**src/rtl/aes_pkg.sv**
```systemverilog
`default_nettype none
// =====================================================================
// aes_pkg: shared FSM states, error codes and Nk helpers. Rev 1.0
// =====================================================================
package aes_pkg;

  typedef enum logic [1:0] {
    ST_IDLE   = 2'd0,
    ST_EXPAND = 2'd1,
    ST_CRYPT  = 2'd2,
    ST_RESP   = 2'd3
  } state_t;

  localparam logic [1:0] ERR_OK  = 2'b00;
  localparam logic [1:0] ERR_NK  = 2'b01;
  localparam logic [1:0] ERR_TMO = 2'b10;

  localparam logic [7:0] NK_128 = 8'd4;
  localparam logic [7:0] NK_192 = 8'd6;
  localparam logic [7:0] NK_256 = 8'd8;

  localparam int KEY_MAX_W = 256;

  function automatic logic nk_legal(input logic [7:0] nk);
    return (nk == NK_128) || (nk == NK_192) || (nk == NK_256);
  endfunction

  // Keys are MSB-aligned, so only the top 32*Nk bits are significant.
  function automatic logic [KEY_MAX_W-1:0] key_mask(input logic [7:0] nk);
    logic [KEY_MAX_W-1:0] m;
    m = '0;
    case (nk)
      NK_128:  m[KEY_MAX_W-1 -: 128] = '1;
      NK_192:  m[KEY_MAX_W-1 -: 192] = '1;
      NK_256:  m = '1;
      default: m = '0;
    endcase
    return m;
  endfunction

endpackage
`default_nettype wire

```
**src/rtl/aes_watchdog.sv**
```systemverilog
`default_nettype none
// =====================================================================
// aes_watchdog: clearable cycle counter with expiry flag. Rev 1.0
// =====================================================================
module aes_watchdog #(
  parameter int TIMEOUT_CYCLES = 255,
  parameter int TMO_W          = 8
) (
  input  logic clk,
  input  logic reset_n,
  input  logic clear,
  input  logic enable,
  output logic expired
);

  logic [TMO_W-1:0] r_count;

  always_ff @(posedge clk or negedge reset_n) begin
    if (!reset_n) begin
      r_count <= '0;
    end else if (clear) begin
      r_count <= '0;
    end else if (enable && !expired) begin
      r_count <= r_count + 1'b1;
    end
  end

  assign expired = (r_count == TMO_W'(TIMEOUT_CYCLES));

endmodule
`default_nettype wire

```
**src/rtl/aes_request_sequencer.sv**
```systemverilog
`default_nettype none
// =====================================================================
// aes_request_sequencer: valid/ready front end sequencing AES cores. Rev 1.0
// =====================================================================
module aes_request_sequencer
  import aes_pkg::*;
#(
  parameter int DATA_W         = 128,
  parameter int KEY_W          = 256,
  parameter int TIMEOUT_CYCLES = 255,
  parameter int TMO_W          = 8
) (
  input  logic              clk,
  input  logic              reset_n,
  input  logic              flush,
  input  logic              in_valid,
  output logic              in_ready,
  input  logic              in_decrypt,
  input  logic [7:0]        in_nk,
  input  logic [KEY_W-1:0]  in_key,
  input  logic [DATA_W-1:0] in_data,
  output logic              out_valid,
  input  logic              out_ready,
  output logic [DATA_W-1:0] out_data,
  output logic [1:0]        out_err,
  output logic              ke_reset,
  output logic [KEY_W-1:0]  ke_key,
  output logic [7:0]        ke_nk,
  input  logic              ke_done,
  output logic              cip_reset,
  input  logic              cip_done,
  input  logic [DATA_W-1:0] cip_result,
  output logic              dec_reset,
  input  logic              dec_done,
  input  logic [DATA_W-1:0] dec_result,
  output logic [DATA_W-1:0] core_data
);

  state_t r_state, w_next;

  logic                 r_decrypt;
  logic                 r_cache_valid;
  logic [KEY_W-1:0]     r_cache_key;
  logic [7:0]           r_cache_nk;
  logic                 r_ke_hold;
  logic                 r_flush_seen;

  logic                 w_accept;
  logic                 w_nk_ok;
  logic                 w_hit;
  logic                 w_tmo;
  logic                 w_wd_clear;
  logic                 w_wd_enable;
  logic                 w_core_done;
  logic [DATA_W-1:0]    w_core_result;
  logic [KEY_MAX_W-1:0] w_in_mask_full;
  logic [KEY_MAX_W-1:0] w_ke_mask_full;
  logic [KEY_W-1:0]     w_in_mask;
  logic [KEY_W-1:0]     w_ke_mask;

  assign w_in_mask_full = key_mask(in_nk);
  assign w_ke_mask_full = key_mask(ke_nk);
  assign w_in_mask      = w_in_mask_full[KEY_MAX_W-1 -: KEY_W];
  assign w_ke_mask      = w_ke_mask_full[KEY_MAX_W-1 -: KEY_W];

  assign w_accept      = in_valid && (r_state == ST_IDLE);
  assign w_nk_ok       = nk_legal(in_nk);
  // A flush in the accept cycle must force a miss.
  assign w_hit         = r_cache_valid && !flush && (r_cache_nk == in_nk) &&
                         ((in_key & w_in_mask) == r_cache_key);
  assign w_core_done   = r_decrypt ? dec_done : cip_done;
  assign w_core_result = r_decrypt ? dec_result : cip_result;

  aes_watchdog #(
    .TIMEOUT_CYCLES (TIMEOUT_CYCLES),
    .TMO_W          (TMO_W)
  ) u_watchdog (
    .clk     (clk),
    .reset_n (reset_n),
    .clear   (w_wd_clear),
    .enable  (w_wd_enable),
    .expired (w_tmo)
  );

  always_ff @(posedge clk or negedge reset_n) begin
    if (!reset_n) begin
      r_state <= ST_IDLE;
    end else begin
      r_state <= w_next;
    end
  end

  always_comb begin
    w_next = r_state;
    case (r_state)
      ST_IDLE: begin
        if (w_accept) begin
          if (!w_nk_ok)   w_next = ST_RESP;
          else if (w_hit) w_next = ST_CRYPT;
          else            w_next = ST_EXPAND;
        end
      end
      ST_EXPAND: begin
        if (ke_done)    w_next = ST_CRYPT;
        else if (w_tmo) w_next = ST_RESP;
      end
      ST_CRYPT: begin
        if (w_core_done || w_tmo) w_next = ST_RESP;
      end
      ST_RESP: begin
        if (out_ready) w_next = ST_IDLE;
      end
      default: w_next = ST_IDLE;
    endcase
  end

  // The watchdog restarts on every state change so each wait gets its own budget.
  assign w_wd_enable = (r_state == ST_EXPAND) || (r_state == ST_CRYPT);
  assign w_wd_clear  = !w_wd_enable || (w_next != r_state);

  assign in_ready  = (r_state == ST_IDLE);
  assign out_valid = (r_state == ST_RESP);
  assign ke_reset  = r_ke_hold || (w_accept && w_nk_ok && !w_hit);
  assign cip_reset = !((r_state == ST_CRYPT) && !r_decrypt);
  assign dec_reset = !((r_state == ST_CRYPT) &&  r_decrypt);

  always_ff @(posedge clk or negedge reset_n) begin
    if (!reset_n) begin
      r_decrypt     <= 1'b0;
      ke_key        <= '0;
      ke_nk         <= '0;
      core_data     <= '0;
      out_data      <= '0;
      out_err       <= ERR_OK;
      r_cache_valid <= 1'b0;
      r_cache_key   <= '0;
      r_cache_nk    <= '0;
      r_ke_hold     <= 1'b1;
      r_flush_seen  <= 1'b0;
    end else begin
      case (r_state)
        ST_IDLE: begin
          if (w_accept) begin
            r_decrypt <= in_decrypt;
            if (!w_nk_ok) begin
              out_data <= '0;
              out_err  <= ERR_NK;
            end else begin
              ke_key    <= in_key;
              ke_nk     <= in_nk;
              core_data <= in_data;
              if (!w_hit) begin
                r_cache_valid <= 1'b0;
                r_ke_hold     <= 1'b0;
                r_flush_seen  <= 1'b0;
              end
            end
          end
        end
        ST_EXPAND: begin
          if (flush) r_flush_seen <= 1'b1;
          if (ke_done) begin
            r_cache_key   <= ke_key & w_ke_mask;
            r_cache_nk    <= ke_nk;
            r_cache_valid <= !r_flush_seen;
          end else if (w_tmo) begin
            r_ke_hold     <= 1'b1;
            r_cache_valid <= 1'b0;
            out_data      <= '0;
            out_err       <= ERR_TMO;
          end
        end
        ST_CRYPT: begin
          if (w_core_done) begin
            out_data <= w_core_result;
            out_err  <= ERR_OK;
          end else if (w_tmo) begin
            out_data <= '0;
            out_err  <= ERR_TMO;
          end
        end
        default: ;
      endcase
      if (flush) r_cache_valid <= 1'b0;
    end
  end

endmodule
`default_nettype wire

```
**config.mk**
```make
export PLATFORM = sky130hd
export DESIGN_NAME = aes_request_sequencer
export DESIGN_NICKNAME = d
export VERILOG_FILES = /design/src/rtl/aes_pkg.sv /design/src/rtl/aes_watchdog.sv /design/src/rtl/aes_request_sequencer.sv
export SDC_FILE = /design/constraint.sdc
export NUM_CORES = 2
export LEC_CHECK = 0
export BUFFER_PORTS_ARGS = -buffer_cell sky130_fd_sc_hd__buf_2
export CAP_MARGIN = 5
export CORE_AREA = 2 2 460 462
export DETAILED_ROUTE_END_ITERATION = 10
export DIE_AREA = 0 0 462 464
export PLACE_DENSITY = 0.39
export REMOVE_ABC_BUFFERS = 1
export SKIP_CTS_REPAIR_TIMING = 1
export SLEW_MARGIN = 20
export SYNTH_ARGS = -nofsm -noshare
export SYNTH_HDL_FRONTEND = slang
export SYNTH_SLANG_ARGS = --single-unit
```
**constraint.sdc**
```tcl
create_clock -name clk -period 4.05 [get_ports clk]
set_input_delay 0.81 -clock clk [delete_from_list [all_inputs] [get_ports clk]]
set_output_delay 0.81 -clock clk [all_outputs]
set_load 0.02 [all_outputs]
```
==> key figures <==
Power and ir drop
  – Power per cell area: 541 nW/µm²
  – Clock network fraction of total power: 35.3%
  – Switching share of power: 37.6%
  – Design Power: 28.7 mW
  – Combinational cell fraction of total power: 31.3%
  – Cell-internal power: 17.9 mW
  – Net Switching: 10.8 mW
  – Reg power frac: 33.4%
  – Max VDD drop: 664 µV
  – P_leak: 26.9 nW

Finish
  – Fin nets: 5,979
  – Fill cells: 22,583
  – Commonest non-fill, non-tap cell in the layout: buf_2
  – Layout cells sized above 1: 31.3%
  – Area Overhead vs Synth: 39.9%
  – Most frequent cells in the layout: buf_2, nand2_1, dfrtp_1, nor2_1, a22o_1

Drt
  – DRC: 0
  – Drt first pass iters: 6
  – Post-detailed-route wirelength per cell: 26.4 µm
  – Vias post-DR: 37,102
  – First DRT Iteration DRCs: 2,584
  – Total Wirelength: 219,000 µm
  – Final ANT Viol Nets: 0
  – Vias per inst: 4.48

Synthesis
  – Synth top area cells: dfrtp_1, nand2_1, a22o_1
  – Avg Inst Size Synth: 9.36 µm²
  – Yosys top cell by area: dfrtp_1
  – Syn Inst Count: 4,055
  – Synthesized area: 38,000 µm²
  – Seq/Total Area, Yosys: 52.7%
  – Top_reg_cell synth: dfrtp_1
  – Synth Register Bits: 800
  – Yosys cell types: 70
  – EDFF count, synth: 0
  – Synth async-reset ratio: 100%
  – Yosys top cell area share: 52.7%
  – Yosys Warn Count: 0

GRT
  – Largest net degree at the start of global routing: 131
  – Total GRT Usage: 19.6%
  – First-pass GRT wire length: 297,000 µm
  – Grt ovf: 0
  – Initial antenna violation count: 156
  – Vias in the first global route: 36,484

Worst setup path
  – Worst EP required: 3.24 ns
  – WS Path Type: input pin to output port
  – Worst r2r src: r_cache_nk[7]
  – CP max stage cell: a2111o_1
  – Top Family by Delay on Critical Path: buffers and inverters
  – Crit. Startpoint: in_nk[3]
  – CP endpoint kind: output port
  – Worst path max stage delay: 0.44 ns
  – Highest net fanout along the worst path: 7
  – Crit path DAT: 4.13 ns
  – CP Cell Sequence: buf_2, or3b_4, buf_12, a211oi_4, buf_12, buf_4, buf_4, a21o_1, a2111o_1, nor4_4, buf_4, nand4_1, nor4_4, buf_6, nor2_4, or2_4, buf_6
  – CP bufs+invs: 8
  – Startpoint type of the worst setup path: input pin
  – Most Frequent Cell on Critical Path: buf_4

Floorplanning
  – Die Span Y: 464 µm
  – Ports: 1,184
  – DIE WIDTH: 462 µm
  – Std-Cell Rows: 168
  – Initial Utilization: 18.1%
  – Die area: 214,000 µm²
  – Core area: 209,000 µm²

Worst hold path
  – Worst min path class: input pin to async pin

Timing
  – Setup TNS: -0.890 ns
  – Final hold violation count: 0
  – Period utilization: 122%
  – Relative slew slack: 27.4%
  – Worst Skew: 0.0352 ns
  – Fmax: 202 MHz
  – Worst-Margin Slew: 1.09 ns
  – Unrepaired setup endpoints after global routing: true
  – Final worst slack: -0.890 ns
  – Final setup fails: 1
  – Final-report max-slew violation count: 0
  – Minimum clock period: 4.94 ns

Clock network
  – Reg clk slew, reported paths: 0.06 ns
  – Cts bufs inserted: 108
  – Clock Sink Count: 800
  – H-Tree Depth: 3
  – CTS Buffer Depth: 3
  – Clk_lat worst skew: 0.76 ns
  – CTS tree: yes
  – Clock root cell: clkbuf_16

Run status
  – Failing checks: negative setup slack
  – Status: finished with violations

Place
  – Pre-CTS setup slack: -1.96 ns
  – Count of input and output buffers: 1,183
  – DP HPWL: 169,000 µm
  – RD Place Congestion: 0.828

Run
  – Max_cap viols: 0
kinds of logic (layout without fill, tap and decap cells):
family                   Yosys count  in the layout  share of synthesized area, %
AO/OA/AOI/OAI                    884            884                          17.2
XOR/XNOR                         101            101                          2.33
multiplexers                     140            140                          3.72
adder cells (fa/ha/maj)            5              5                         0.165
buffers and inverters            358           1709                          3.62
AND/OR/NAND/NOR                 1767           1767                          20.3
flip-flops                       800            800                          52.7
other                              0             64                             0
cells in the mapped netlist (3+ instances only):
cell and number:
a21oi_1 164, nor3_1 125, or2_2 19, nor4bb_1 76, nand2_1 1093, o2111ai_1 62
o22ai_1 27, nor4_1 43, clkbuf_1 258, nand2b_1 12, buf_2 14, a211oi_1 19
ha_1 5, a22o_1 293, and4_1 3, a21boi_0 7, buf_1 8, o221ai_1 4
xnor2_1 90, a21o_1 3, a222oi_1 5, xor2_1 11, nor2b_1 4, nand4_1 20
inv_1 76, and2_1 7, dfrtp_1 799, o32ai_1 57, nor2_1 326, a22oi_1 21
a2111oi_0 35, mux2i_1 130, o21ai_0 85, and3_1 13, mux2_2 10, a31oi_1 77
nand3_1 10, a221oi_1 5, o211ai_1 3
area by class of cell:
cell class                      instances  area [µm²]  share of cell area, %
Inverter                               76         285                  0.537
Clock buffer                          165        3220                   6.06
Timing Repair Buffer                 1434        8490                   16.0
Multi-Input combinational cell       2897       16900                   31.9
Tap cell                             2805        3510                   6.61
Clock inverter                         34         490                  0.923
Sequential cell                       800       20000                   37.7
Antenna cell                           64         160                  0.302
per-layer routing:
layer / up-vias / share of wire (%) / track usage, % / wire length [µm]
met1: 18176 / 34 / 20.2 / 75400
met5: - / 0.30 / 0 / 662
met2: 1436 / 53 / 35.9 / 115000
met4: 104 / 4.9 / 9.78 / 10700
met3: 451 / 7.6 / 5.69 / 16600
li1: 16935 / - / - / -
stage by stage:
step	std cells	utilization [%]	hold slack (ns)	instance area [µm²]
after floorplan	3773	-	0.473	36900
after global placement	8000	23.3	0.454	48700
after detailed placement	8000	23.3	0.457	48700
after CTS	8199	25.1	0.100	52500
after global routing	8256	25.4	0.143	53100
final	8275	25.4	0.129	53100
worst paths after layout:
path | end | slack, ns | cells past startpoint
max reg2reg | u_watchdog.r_count[1] | 0.31 | 14
max in group asynchronous | r_cache_key[17] | 2.71 | 2
max | ke_reset | -0.89 | 17
min | r_decrypt | 0.13 | 1
min in group clk | core_data[118] | 0.24 | 3
min reg2reg | core_data[66] | 0.47 | 2
flip-flops by register name, indices dropped and copies added, names as in the netlist:
register	count
r_cache_valid	1
out_data	128
r_state	2
u_watchdog.r_count	8
ke_nk	8
r_ke_hold	1
r_decrypt	1
core_data	128
ke_key	256
r_cache_key	256
r_flush_seen	1
out_err	2
r_cache_nk	8
power groups by stage:
stage	clock network (mW)	registers (mW)	logic (mW)
after global routing	10.8	9.71	9.69
after detailed placement	0	9.73	9.04
after CTS	10.5	9.60	9.07
after floorplan	0	10.6	3.74
after global placement	0	9.71	9.01
final	10.1	9.60	9.00
Power figures use the tool's default switching activity.
